<file path="src/rtl/vga_pkg.sv">
`default_nettype none
// ============================================================================
//  Module : vga_pkg
//  Brief  : Shared timing sets, pipeline control record and pixel-unpack helper
//           for the scaled VGA scan-out engine.
//  Rev    : 1.0  initial release
// ============================================================================
package vga_pkg;

  // 800x600 @ 60 Hz (40 MHz pixel rate)
  localparam int SVGA_H_ACTIVE = 800;
  localparam int SVGA_H_FP     = 40;
  localparam int SVGA_H_SYNC   = 128;
  localparam int SVGA_H_BP     = 88;
  localparam int SVGA_V_ACTIVE = 600;
  localparam int SVGA_V_FP     = 1;
  localparam int SVGA_V_SYNC   = 4;
  localparam int SVGA_V_BP     = 23;
  localparam int SVGA_H_TOTAL  = SVGA_H_ACTIVE + SVGA_H_FP + SVGA_H_SYNC + SVGA_H_BP;
  localparam int SVGA_V_TOTAL  = SVGA_V_ACTIVE + SVGA_V_FP + SVGA_V_SYNC + SVGA_V_BP;

  // 640x480 @ 60 Hz (25.175 MHz pixel rate)
  localparam int VGA_H_ACTIVE  = 640;
  localparam int VGA_H_FP      = 16;
  localparam int VGA_H_SYNC    = 96;
  localparam int VGA_H_BP      = 48;
  localparam int VGA_V_ACTIVE  = 480;
  localparam int VGA_V_FP      = 10;
  localparam int VGA_V_SYNC    = 2;
  localparam int VGA_V_BP      = 33;
  localparam int VGA_H_TOTAL   = VGA_H_ACTIVE + VGA_H_FP + VGA_H_SYNC + VGA_H_BP;
  localparam int VGA_V_TOTAL   = VGA_V_ACTIVE + VGA_V_FP + VGA_V_SYNC + VGA_V_BP;

  // Timing/control bits that travel alongside the pixel through the pipeline
  typedef struct packed {
    logic de;
    logic hsync;
    logic vsync;
    logic vblank;
    logic fstart;
  } vid_ctl_t;

  // Extract a channel of 'width' bits starting at bit 'lsb' of a packed pixel word
  function automatic int unsigned pix_field(input int unsigned word, input int lsb, input int width);
    return (word >> lsb) & ((32'd1 << width) - 32'd1);
  endfunction

endpackage
`default_nettype wire

</file>
<file path="src/rtl/vga_axis_counter.sv">
`default_nettype none
// ============================================================================
//  Module : vga_axis_counter
//  Brief  : One timing axis (horizontal or vertical): position counter with
//           terminal-count, active-region and sync-level decodes.
//  Rev    : 1.0  initial release
// ============================================================================
module vga_axis_counter #(
  parameter int   ACTIVE = 800,
  parameter int   FP     = 40,
  parameter int   SYNC   = 128,
  parameter int   BP     = 88,
  parameter logic POL    = 1'b0,
  parameter int   CNT_W  = $clog2(ACTIVE + FP + SYNC + BP)
) (
  input  logic             clk,
  input  logic             rst_n,
  input  logic             en,
  output logic [CNT_W-1:0] cnt,
  output logic             wrap,
  output logic             active,
  output logic             sync
);

  localparam int TOTAL = ACTIVE + FP + SYNC + BP;

  assign wrap   = (cnt == CNT_W'(TOTAL - 1));
  assign active = (cnt < CNT_W'(ACTIVE));
  assign sync   = ((cnt >= CNT_W'(ACTIVE + FP)) && (cnt < CNT_W'(ACTIVE + FP + SYNC))) ? POL : ~POL;

  // Position advances on each enable and returns to 0 after the last count
  always_ff @(posedge clk or negedge rst_n) begin
    if (!rst_n) begin
      cnt <= '0;
    end else if (en) begin
      cnt <= wrap ? '0 : cnt + 1'b1;
    end
  end

endmodule
`default_nettype wire

</file>
<file path="src/rtl/vga_scaled_scanout.sv">
`default_nettype none
// ============================================================================
//  Module : vga_scaled_scanout
//  Brief  : VGA timing plus down-scaled framebuffer fetch. Each stored pixel is
//           replicated H_SCALE x V_SCALE on screen; 3-stage pixel pipeline
//           (address -> data capture -> RGB/sync outputs).
//  Rev    : 1.0  initial release
// ============================================================================
module vga_scaled_scanout
  import vga_pkg::*;
#(
  parameter int   CLK_DIV  = 6,
  parameter int   H_ACTIVE = SVGA_H_ACTIVE,
  parameter int   H_FP     = SVGA_H_FP,
  parameter int   H_SYNC   = SVGA_H_SYNC,
  parameter int   H_BP     = SVGA_H_BP,
  parameter int   V_ACTIVE = SVGA_V_ACTIVE,
  parameter int   V_FP     = SVGA_V_FP,
  parameter int   V_SYNC   = SVGA_V_SYNC,
  parameter int   V_BP     = SVGA_V_BP,
  parameter logic HS_POL   = 1'b0,
  parameter logic VS_POL   = 1'b0,
  parameter int   H_SCALE  = 4,
  parameter int   V_SCALE  = 4,
  parameter int   ADDR_W   = 15,
  parameter int   R_W      = 3,
  parameter int   G_W      = 3,
  parameter int   B_W      = 2,
  localparam int  PIX_W    = R_W + G_W + B_W
) (
  input  logic              clk,
  input  logic              rst_n,
  output logic [ADDR_W-1:0] address,
  input  logic [PIX_W-1:0]  data,
  input  logic              blank_req,
  output logic [R_W-1:0]    R,
  output logic [G_W-1:0]    G,
  output logic [B_W-1:0]    B,
  output logic              hSync,
  output logic              vSync,
  output logic              de,
  output logic              frame_start,
  output logic              vblank
);

  localparam int H_TOTAL = H_ACTIVE + H_FP + H_SYNC + H_BP;
  localparam int V_TOTAL = V_ACTIVE + V_FP + V_SYNC + V_BP;
  localparam int HC_W    = $clog2(H_TOTAL);
  localparam int VC_W    = $clog2(V_TOTAL);
  localparam int FB_W    = H_ACTIVE / H_SCALE;
  localparam int FB_H    = V_ACTIVE / V_SCALE;
  localparam int DIV_W   = (CLK_DIV > 1) ? $clog2(CLK_DIV) : 1;
  localparam int HS_W    = (H_SCALE > 1) ? $clog2(H_SCALE) : 1;
  localparam int VS_W    = (V_SCALE > 1) ? $clog2(V_SCALE) : 1;
  localparam vid_ctl_t CTL_IDLE = '{de: 1'b0, hsync: ~HS_POL, vsync: ~VS_POL, vblank: 1'b0, fstart: 1'b0};

  // Reject parameter sets the address generator cannot represent
  if (CLK_DIV < 1) begin : g_chk_div
    $error("CLK_DIV must be at least 1");
  end
  if ((H_ACTIVE % H_SCALE) != 0) begin : g_chk_hscale
    $error("H_SCALE must divide H_ACTIVE");
  end
  if ((V_ACTIVE % V_SCALE) != 0) begin : g_chk_vscale
    $error("V_SCALE must divide V_ACTIVE");
  end
  if ((longint'(FB_W) * longint'(FB_H)) > (longint'(1) << ADDR_W)) begin : g_chk_addr
    $error("framebuffer does not fit in ADDR_W address bits");
  end

  logic [DIV_W-1:0]  div_cnt;
  logic              pix_en;
  logic [HC_W-1:0]   h_cnt;
  logic [VC_W-1:0]   v_cnt;
  logic              h_wrap, v_wrap, h_active, v_active, h_sync, v_sync;
  logic [HS_W-1:0]   hs_cnt;
  logic [VS_W-1:0]   vs_cnt;
  logic [ADDR_W-1:0] fb_x, line_base;
  logic [PIX_W-1:0]  pix_s1;
  vid_ctl_t          ctl_now, ctl_s0, ctl_s1;

  assign pix_en = (div_cnt == DIV_W'(CLK_DIV - 1));

  // Pixel-tick divider: one pix_en every CLK_DIV clocks
  always_ff @(posedge clk or negedge rst_n) begin
    if (!rst_n) begin
      div_cnt <= '0;
    end else begin
      div_cnt <= pix_en ? '0 : div_cnt + 1'b1;
    end
  end

  vga_axis_counter #(
    .ACTIVE(H_ACTIVE), .FP(H_FP), .SYNC(H_SYNC), .BP(H_BP), .POL(HS_POL), .CNT_W(HC_W)
  ) u_h_axis (
    .clk(clk), .rst_n(rst_n), .en(pix_en),
    .cnt(h_cnt), .wrap(h_wrap), .active(h_active), .sync(h_sync)
  );

  vga_axis_counter #(
    .ACTIVE(V_ACTIVE), .FP(V_FP), .SYNC(V_SYNC), .BP(V_BP), .POL(VS_POL), .CNT_W(VC_W)
  ) u_v_axis (
    .clk(clk), .rst_n(rst_n), .en(pix_en & h_wrap),
    .cnt(v_cnt), .wrap(v_wrap), .active(v_active), .sync(v_sync)
  );

  // Read address for the current position; scale counters step toward the next one
  always_ff @(posedge clk or negedge rst_n) begin
    if (!rst_n) begin
      address   <= '0;
      fb_x      <= '0;
      line_base <= '0;
      hs_cnt    <= '0;
      vs_cnt    <= '0;
    end else if (pix_en) begin
      if (h_active && v_active) begin
        address <= line_base + fb_x;
      end
      if (h_wrap) begin
        hs_cnt <= '0;
        fb_x   <= '0;
        if (v_wrap) begin
          vs_cnt    <= '0;
          line_base <= '0;
        end else if (v_active) begin
          if (vs_cnt == VS_W'(V_SCALE - 1)) begin
            vs_cnt    <= '0;
            line_base <= line_base + ADDR_W'(FB_W);
          end else begin
            vs_cnt <= vs_cnt + 1'b1;
          end
        end
      end else if (h_active) begin
        if (hs_cnt == HS_W'(H_SCALE - 1)) begin
          hs_cnt <= '0;
          fb_x   <= fb_x + 1'b1;
        end else begin
          hs_cnt <= hs_cnt + 1'b1;
        end
      end
    end
  end

  assign ctl_now = '{de:     h_active & v_active,
                     hsync:  h_sync,
                     vsync:  v_sync,
                     vblank: ~v_active,
                     fstart: (h_cnt == '0) && (v_cnt == '0)};

  // Delay timing by two ticks and capture RAM data one tick after its address
  always_ff @(posedge clk or negedge rst_n) begin
    if (!rst_n) begin
      ctl_s0 <= CTL_IDLE;
      ctl_s1 <= CTL_IDLE;
      pix_s1 <= '0;
    end else if (pix_en) begin
      ctl_s0 <= ctl_now;
      ctl_s1 <= ctl_s0;
      pix_s1 <= data;
    end
  end

  // Output stage: colour gated by de and blank_req; frame_start lasts one clk
  always_ff @(posedge clk or negedge rst_n) begin
    if (!rst_n) begin
      R           <= '0;
      G           <= '0;
      B           <= '0;
      de          <= 1'b0;
      hSync       <= ~HS_POL;
      vSync       <= ~VS_POL;
      vblank      <= 1'b0;
      frame_start <= 1'b0;
    end else begin
      frame_start <= 1'b0;
      if (pix_en) begin
        de          <= ctl_s1.de;
        hSync       <= ctl_s1.hsync;
        vSync       <= ctl_s1.vsync;
        vblank      <= ctl_s1.vblank;
        frame_start <= ctl_s1.fstart;
        if (ctl_s1.de && !blank_req) begin
          R <= R_W'(pix_field(32'(pix_s1), G_W + B_W, R_W));
          G <= G_W'(pix_field(32'(pix_s1), B_W, G_W));
          B <= B_W'(pix_field(32'(pix_s1), 0, B_W));
        end else begin
          R <= '0;
          G <= '0;
          B <= '0;
        end
      end
    end
  end

endmodule
`default_nettype wire
</file>
<file path="config.mk">
export PLATFORM = sky130hd
export DESIGN_NAME = vga_scaled_scanout
export DESIGN_NICKNAME = d
export VERILOG_FILES = /design/src/rtl/vga_pkg.sv /design/src/rtl/vga_axis_counter.sv /design/src/rtl/vga_scaled_scanout.sv
export SDC_FILE = /design/constraint.sdc
export NUM_CORES = 1
export LEC_CHECK = 0
export CORE_MARGIN = 5
export CORE_UTILIZATION = 35
export CTS_BUF_LIST = sky130_fd_sc_hd__clkbuf_4 sky130_fd_sc_hd__clkbuf_8
export CTS_CLUSTER_DIAMETER = 30
export DETAILED_ROUTE_END_ITERATION = 7
export GPL_TIMING_DRIVEN = 0
export PLACE_DENSITY = 0.56
export SYNTH_ARGS = -nofsm -noshare
export SYNTH_HDL_FRONTEND = slang
export SYNTH_SLANG_ARGS = --single-unit
</file>
<file path="constraint.sdc">
create_clock -name clk -period 2.1 [get_ports clk]
set_input_delay 0.525 -clock clk [delete_from_list [all_inputs] [get_ports clk]]
set_output_delay 0.525 -clock clk [all_outputs]
set_load 0.02 [all_outputs]
</file>
Yosys cells after proc, flatten, opt, wreduce, memory -nomap -nowiden
Cells that the tools add are included.
{"block": "word_totals", "register_bits": 104, "inputBits": 11, "out_inout_bits": 28, "wordCells": 87}
{"block": "classes", "addsub": 8, "magnitude_cmp": 6, "n_eq_ne": 5, "mux": 21, "bitwise_logic": 3, "n_reduce_logical": 17}
{"operator": "$mux 15", "n": 6}
{"operator": "$lt 11x10->1 const B", "n": 2}
{"operator": "$lt 10x10->1 const B", "n": 2}
{"operator": "$add 15x1->15 const B", "n": 1}
{"operator": "$add 15x15->15", "n": 1}
{"operator": "$add 15x8->15 const B", "n": 1}
{"operator": "$mux 2", "n": 7}
{"operator": "$add 11x1->11 const B", "n": 1}
{"operator": "$eq 11x11->1 const B", "n": 1}
{"operator": "$ge 11x10->1 const B", "n": 1}
{"operator": "$logic_not 11->1", "n": 1}
{"operator": "$mux 11", "n": 1}
{"operator": "$add 10x1->10 const B", "n": 1}
{"operator": "$eq 10x10->1 const B", "n": 1}
{"operator": "$ge 10x10->1 const B", "n": 1}
{"operator": "$logic_not 10->1", "n": 1}
{"operator": "$mux 10", "n": 1}
{"operator": "$mux 3", "n": 3}
{"operator": "$reduce_bool 2->1", "n": 4}
{"operator": "$reduce_and 3->1", "n": 2}
{"operator": "$logic_and 1x1->1", "n": 5}
{"operator": "$add 2x1->2 const B", "n": 2}
{"operator": "$eq 2x2->1 const B", "n": 2}
{"operator": "$reduce_and 2->1", "n": 2}
{"operator": "other kinds (7)", "n": 10}

Logic depth before layout (Yosys ltp)
{"block": "logic_depth", "ltp_word": 4, "depth_mapped": 8, "depth_no_buf": 6}

Modules after synthesis
From an unflattened synthesis, not the netlist that was laid out.
{"block": "hier_totals", "cells_unflattened": 548, "area_unflattened_um2": 5159.9}
{"mod": "vga_scaled_scanout", "n_inst": 1, "cells_per_inst": 423, "area_per_inst_um2": 3928.8, "seq_area_each_um2": 2009.4}
{"mod": "vga_axis_counter (u_v_axis)", "n_inst": 1, "cells_per_inst": 65, "area_per_inst_um2": 621.8, "seq_area_each_um2": 250.2}
{"mod": "vga_axis_counter (u_h_axis)", "n_inst": 1, "cells_per_inst": 60, "area_per_inst_um2": 609.3, "seq_area_each_um2": 275.3}

Worst setup path before layout
No wires, ideal clock.
{"block": "synth_timing", "path_kind": "register to register", "startpoint": "register u_h_axis.cnt[7]", "endpoint": "register fb_x[12]", "setup_time_ns": 0.120, "arrival_time_ns": 2.059, "slack_ns": -0.079, "stages_incl_launch_ff": 7, "synth_period_minus_slack_ns": 2.179, "path_cell_list": "dfrtp_1 > or4_4 > or4_1 > buf_2 > a21oi_4 > a31oi_1 > a41o_1"}
{"block": "synth_between", "elab_chain_cells": 3, "word_cells_on_any_way": 6}
{"element": "start: declaration", "line_no": "vga_axis_counter.sv:19", "text": "output logic [CNT_W-1:0] cnt,"}
{"element": "start signal: assignment", "line_no": "vga_axis_counter.sv:36", "text": "cnt <= wrap ? '0 : cnt + 1'b1;"}
{"element": "$lt 11x10->1 or $eq 11x11->1 (tied branches)", "line_no": "vga_axis_counter.sv:28, vga_axis_counter.sv:27"}
{"element": "$reduce_bool 2->1 (no source line)"}
{"element": "$reduce_and 3->1 (no source line)"}
{"element": "end signal: assignment", "line_no": "vga_scaled_scanout.sv:136", "text": "fb_x <= fb_x + 1'b1;"}
{"element": "end: declaration", "line_no": "vga_scaled_scanout.sv:78", "text": "logic [ADDR_W-1:0] fb_x, line_base;"}
Several ways; a longest one is shown, not always the timed one.
A chain may end at the register's enable or synchronous reset.

Worst setup path after layout
{"block": "layout_timing", "startpoint": "register u_h_axis.cnt[9]", "endpoint": "register fb_x[12]"}
The elaborated chain is that of the path after synthesis.

==> flow_results.org <==
** Global routing
- Pin count of the biggest net entering global routing :: about 60
- Busiest layer in global routing :: met2
- The initial antenna violation count is 0.
- Global routing consumed, on the met2 layer, between 20% and 30% of the routing resources.
- Global routing used between 10% and 20% of the available tracks.
- In the global route stage, met3 resource usage came out at roughly 2.2%.
- Vias in the first global route :: 4102
- First-pass GRT wire length :: roughly 21000 µm
- Global routing met1 resource utilization :: 21.8%
- The total overflow left after global routing is 0.

** STA
- Measured against its own limit, the worst slew margin works out to approximately three fifths.
- Final setup violation count :: 14
- RSZ-0062 raised after global routing :: true
- Once routing completed, OpenROAD measured the worst setup slack at -0.111 ns.
- The smallest clock period supported by the final layout is computed as about 2.2 ns.
- The number of hold violations in the final report was 0.
- On the final layout, the worst clock skew is between 0.015 and 0.02 ns.
- For the pin with the worst max-slew slack, the measured transition is ~0.58 ns.
- Maximum clock frequency :: 0.452 GHz
- The worst path uses 105% of the clock period.
- Final max-slew violation count :: 0

** Synth
- Counting flops with a built-in enable in the synthesized netlist gives 0.
- Number of distinct standard cells referenced by the synthesized netlist :: just over 60
- Post-synthesis xor/xnor area fraction :: between 4 and 5%
- Sequential cells were found to cover 49.4% of the synthesized design area.
- The most used flip-flop cell after synthesis is dfrtp_1.
- Top post-synthesis cells by count :: 119 x nand2_1, 95 x dfrtp_1, 51 x o21ai_0
- The synthesized design devotes to its leading area cell type a little under half of total area.
- Net count after synthesis :: roughly 570
- The synthesized netlist devotes around 15% of its cell area to compound gates.
- The biggest area contributor in the post-synthesis netlist is dfrtp_1.
- Register bit count reported by yosys :: 101
- After synthesis, the share of flip-flops with an asynchronous set or reset is 100%.
- Summing the areas of all fa, ha and maj instances in the mapped netlist gives a little over 5% of the synthesized area.
- The synthesized netlist devotes between 20 and 25% of its cell area to simple gates.
- The Yosys step of the flow raised 0 warnings.
- Netlist Area Pre-Place :: just over 5000 µm²
- Sorting the synthesized cells by area gives the leading types as dfrtp_1 46%, nand2_1 8.7%, ha_1 5.1%, o21ai_0 5.0%, dfstp_2 3.1%.
- Largest family of logic cells by synthesized area :: simple AND/OR/NAND/NOR gates
- Instance count of the mapped netlist :: 540
- Among all cell types in the netlist, the one instantiated most often is nand2_1.
- Average cell area after synthesis :: ~9.5 µm²
- In the synthesized netlist, mux cells make up roughly 1.5% of the area.

** Pwr
- Net switching power :: between 0.7 and 0.8 mW
- Portion of total power attributed to the clock network :: 38.9%
- Reg power frac :: between 50% and 60%
- Total power :: 3.39 mW
- In this run switching power makes up a little under a quarter of total power.
- Leakage dissipation :: about 2.8 nW
- IR drop worst, VDD :: around 0.25 mV
- Power Density :: ~530 nW/µm²
- Int Pwr :: ~2.6 mW
- Combinational group share of total power :: between 3 and 4%

** Run status
- Run status :: finished with violations
- The final reports fail on setup timing.

** Clock network
- Number of buffers added by the clock tree synthesis step :: 9
- Sink count of the clock tree :: around 100
- Clock slew seen by the registers of the worst setup and hold paths :: approximately 0.10 ns
- Clock latency on the worst-skew pair, taken at its later pin, is 0.39 ns.
- The tree is rooted in a clkbuf_8.
- CTS tree :: built
- Longest Clk Path Bufs :: 2
- CTS H-Tree Depth :: 3

** Place
- Once placement completed, the tool counted placed cells totaling 763.
- Buffers on Ports :: 38
- At the end of routability-driven placement, the weighted congestion stood at roughly 0.81.
- HPWL after detailed placement :: between 8000 and 9000 µm

** Finish
- Final instance count without filler cells :: just under 800
- Final core occ :: 44.7%
- The area growth from synthesis to layout is 25.7%.
- The repair_antennas step left the layout with diodes totalling 0.
- Fraction of layout instances using a drive strength above 1 :: roughly 18%
- Nets :: about 640

** Routing
- Final wirelength :: between 10000 and 15000 µm
- Using the TritonRoute via totals, the vias-per-cell ratio works out to ~5.3.
- Drt wl/cell :: 16.0 µm
- The count of nets left with antenna violations once routing finished came out at 0.
- Drt drc :: 0
- The pre-antenna-repair detailed-routing pass consisted of 4 iterations.
- DRC marker count from the first detailed-route iteration :: 385
- The routed layout has 4200 vias.

** Floorplanning
- Measured along the y axis, the die boundary spans roughly 130 µm.
- Effective utilization at floorplan :: a little over a third
- After floorplanning, the core was divided into 44 placement rows.
- The die is 131 µm wide.
- After floorplanning, the core was sized to cover between 10000 and 15000 µm².
- Number of placed I/O pins :: 39
- The die covers approximately 17000 µm².

** Worst setup path
- Worst path cell trace :: or4_4 > or4_4 > buf_8 > a21oi_4 > a31oi_1 > a41o_1
- The worst setup path is captured at a flip-flop.
- Number of cell instances on the worst register-to-register path :: 6
- Most prevalent standard cell on the critical path :: or4_4
- For the worst setup path, the data required time is ~2.4 ns.
- CP max-delay cell :: or4_4
- Data arrival time at the worst-slack endpoint :: about 2.5 ns
- The worst setup path is launched from a flip-flop.
- Worst setup path class :: flip-flop to flip-flop
- Worst-path maximum fanout :: 7
- Peak per-stage delay on the critical path :: a little under 0.6 ns

** Min path
- The worst hold path belongs to the class input pin to async pin.

** Job
- Max-cap violations in this run came to 0.
[stage by stage]
| stage | setup TNS, ns | cell area, µm² | hold WS [ns] | setup WS, ns |
|---|---|---|---|---|
| 2_1_floorplan | -0.00207 | 5140 | 0.229 | -0.00207 |
| 3_3_place_gp | -358.75 | 5750 | 0.448 | -3.43 |
| 3_5_place_dp | -22.54 | 5770 | 0.449 | -0.626 |
| 4_1_cts | -1.74 | 6270 | 0.137 | -0.113 |
| 5_1_grt | -2.09 | 6440 | 0.163 | -0.166 |
| 6_report | -0.680 | 6440 | 0.127 | -0.111 |
[state kept, by name, summed over array words and instances, names as in the netlist]
signal / count
B: 2
G: 3
R: 3
address: 15
ctl_s0: 5
ctl_s1: 5
de: 1
div_cnt: 3
fb_x: 15
frame_start: 1
hSync: 1
hs_cnt: 2
line_base: 12
pix_s1: 8
u_h_axis.cnt: 11
u_v_axis.cnt: 10
vSync: 1
vblank: 1
vs_cnt: 2
[cell usage in the layout (no fill, tap or decap), drive strengths merged, types with 6 or more instances in the layout]
master and n:
nor3 7, a21oi 20, o31ai 10, ha 21, nor2 23, inv 12, dfstp 6, and4 6
clkdlybuf4s50 36, xor2 12, clkbuf 23, or3 7, nand2 119, dfrtp 95, mux2 6, buf 32
xnor2 14, nand4 12, nand3 22, o21ai 51
[worst paths after layout]
check                           startpoint  slack, ns          to
min in group clk                 ctl_s0[2]       0.46   ctl_s1[2]
max in group asynchronous            rst_n       1.22   ctl_s0[2]
hold reg to reg                  ctl_s0[2]       0.46   ctl_s1[2]
setup reg to reg           u_h_axis.cnt[9]      -0.11    fb_x[12]
hold / removal                       rst_n       0.13  address[0]
setup / recovery           u_h_axis.cnt[9]      -0.11    fb_x[12]
[timing repair]
item,CTS,global route
hold buffers,0,0
setup buffers,15,8
cloned,1,0
pin swaps,15,14
gates resized for setup,49,49
setup endpoints to repair,58,52
[routing by layer]
layer	vias up	part of all wire [%]
met3	15	3.2
met5	-	0
met1	2045	48
met4	0	1.8
li1	2059	-
met2	81	47
[power groups by stage]
stage | clock network [mW] | registers, mW | logic, mW
finish | 1.32 | 1.97 | 0.104
floorplan | 0 | 2.01 | 0.0133
detailed placement | 0 | 2.01 | 0.109
global route | 1.44 | 1.97 | 0.118
CTS | 1.37 | 1.97 | 0.109
global placement | 0 | 2.01 | 0.101
[cell type report]
cell class                 instances  area [µm²]
inverter                          11        41.3
buffer                            19         148
timing repair buffer              62         592
clock buffer                      11         151
sequential                       101        2540
tap                              184         230
fill                            1375        7980
multi-input combinational        403        2680
clock inverter                     5        57.6
[worst max-delay path: cells and delay by family (launching register included)]
kind	cells	cell delay, ns
AO/OA/AOI/OAI	3	0.52
buffers and inverters	1	0.17
flip-flops	1	0.41
AND/OR/NAND/NOR	2	1.03
[logic make-up (layout without fill, tap and decap cells)]
logic type,Yosys count,count (layout)
DFF,101,101
xor gates and xnor gates,26,26
and+or+nand+nor,231,231
AOI/OAI and AO/OA,118,118
buffers and inverters,36,108
adders and majority gates,21,21
muxes,7,7
No activity file was read; power rests on OpenSTA's default activity.
==> variant, RTL diff (same settings) <==
Change the parameter `CLK_DIV` from 6 to 7.
--- a/src/rtl/vga_scaled_scanout.sv
+++ b/src/rtl/vga_scaled_scanout.sv
@@ -9,7 +9,7 @@
 module vga_scaled_scanout
   import vga_pkg::*;
 #(
-  parameter int   CLK_DIV  = 6,
+  parameter int   CLK_DIV  = 7,
   parameter int   H_ACTIVE = SVGA_H_ACTIVE,
   parameter int   H_FP     = SVGA_H_FP,
   parameter int   H_SYNC   = SVGA_H_SYNC,
Check against the original RTL: no difference found for any inputs over 10 cycles, from zero or initial values and one cycle with rst_n low; that may be too few to reach the edited logic, so the function may still have changed.
==> variant against the original RTL <==
- the run still ends with negative setup slack left
- count of clock-buffer cells in the layout is the same
- hold slack lost 0.043 ns
- sequential power is essentially flat
- setup slack gained 0.012 ns
- routed wire length shrank 0.34%
- area after synthesis shrank 0.56%
- total power shrank 0.26%
- design area grew 1.7%
- sequential cell count is the same
- critical endpoint is now u_v_axis.cnt[5]$_DFFE_PN0P_
- largest cell class unchanged
- highest routed layer unchanged
==> variant: results (changes against the original RTL) <==
[status]
status = finished, violations left
violations = negative setup slack

[timing]
setup_viol = 14  ; unchanged
fin_worst_skew_ns = 0.01047  ; -0.004785 ns
relSlewSlack = 0.6871  ; +0.07645
finalWorstSetupSlack_ns = -0.09903  ; +0.01156 ns
fin_setup_tns_ns = -0.7144  ; -0.03416 ns

[placement]
gp_congestion = 0.8112  ; -0.23%
dp_hpwl_um = 8484  ; -1.2%
placed_area_mm2 = 0.005763  ; -0.17%

[route]
wl_um = 12700  ; -0.34%
dr.first_iter.drc_count = 189  ; -51%
vias = 4322  ; +2.9%
dr_wl_met3_um = 785  ; +91%
viasPerCell = 5.297  ; +0.38%

[global_routing]
grt_pass1_vias = 4208  ; +2.6%
grt_use_total = 0.1552  ; +0.001379
grt_max_degree = 69  ; +17%
grt_pass1_wl_um = 21100  ; +1.9%
met3_usage = 0.04309  ; +0.02073

[logic_synthesis]
syn-num-nets = 574  ; +0.35%
ys_top_cells_by_count = nand2_1, dfrtp_1, o21ai_0, nor2_1, nand3_1
netlist-cell-type-count = 59  ; -3.3%
ys_seq_area_frac = 0.4972  ; +0.002790

[power_and_ir_drop]
power.switching_uw = 780.8  ; +1.3%
power.share.clock = 0.387  ; -0.002
leakagePower_uw = 0.002903  ; +4.4%

[layout]
nets = 659  ; +3.1%
postLayoutCellArea_mm2 = 0.006555  ; +1.7%

-- variant: cells by family after synthesis --
family,share of synthesized area
fa+ha+maj,0.05153
flops,0.4972
compound gates,0.1438
mux,0.01521
simple gates,0.2206
xor+xnor,0.04638
buf+inv,0.02528
-- variant: repair_timing --
| action | CTS | global route |
|---|---|---|
| hold endpoints to repair | 0 | 0 |
| setup endpoints to repair | 67 | 74 |
| gates resized for setup | 36 | 63 |
| setup buffers | 21 | 20 |
| pin swaps | 15 | 11 |
-- variant: layout make-up --
type / instances / share of cell area
Clock buffer: 11 / 0.02214
Sequential cell: 101 / 0.3881
Buffer: 19 / 0.01794
Multi-Input combinational cell: 408 / 0.4102
Timing Repair Buffer: 80 / 0.1128
Inverter: 8 / 0.004581
Tap cell: 184 / 0.03512
Clock inverter: 5 / 0.009162
-- variant: worst max-delay path, cell delays in order (launching register included) --
cell	delay [ns]
dfrtp_1	0.41
or4_4	0.58
or4_4	0.60
buf_4	0.19
nor2_4	0.10
a31oi_1	0.09
a21oi_1	0.14
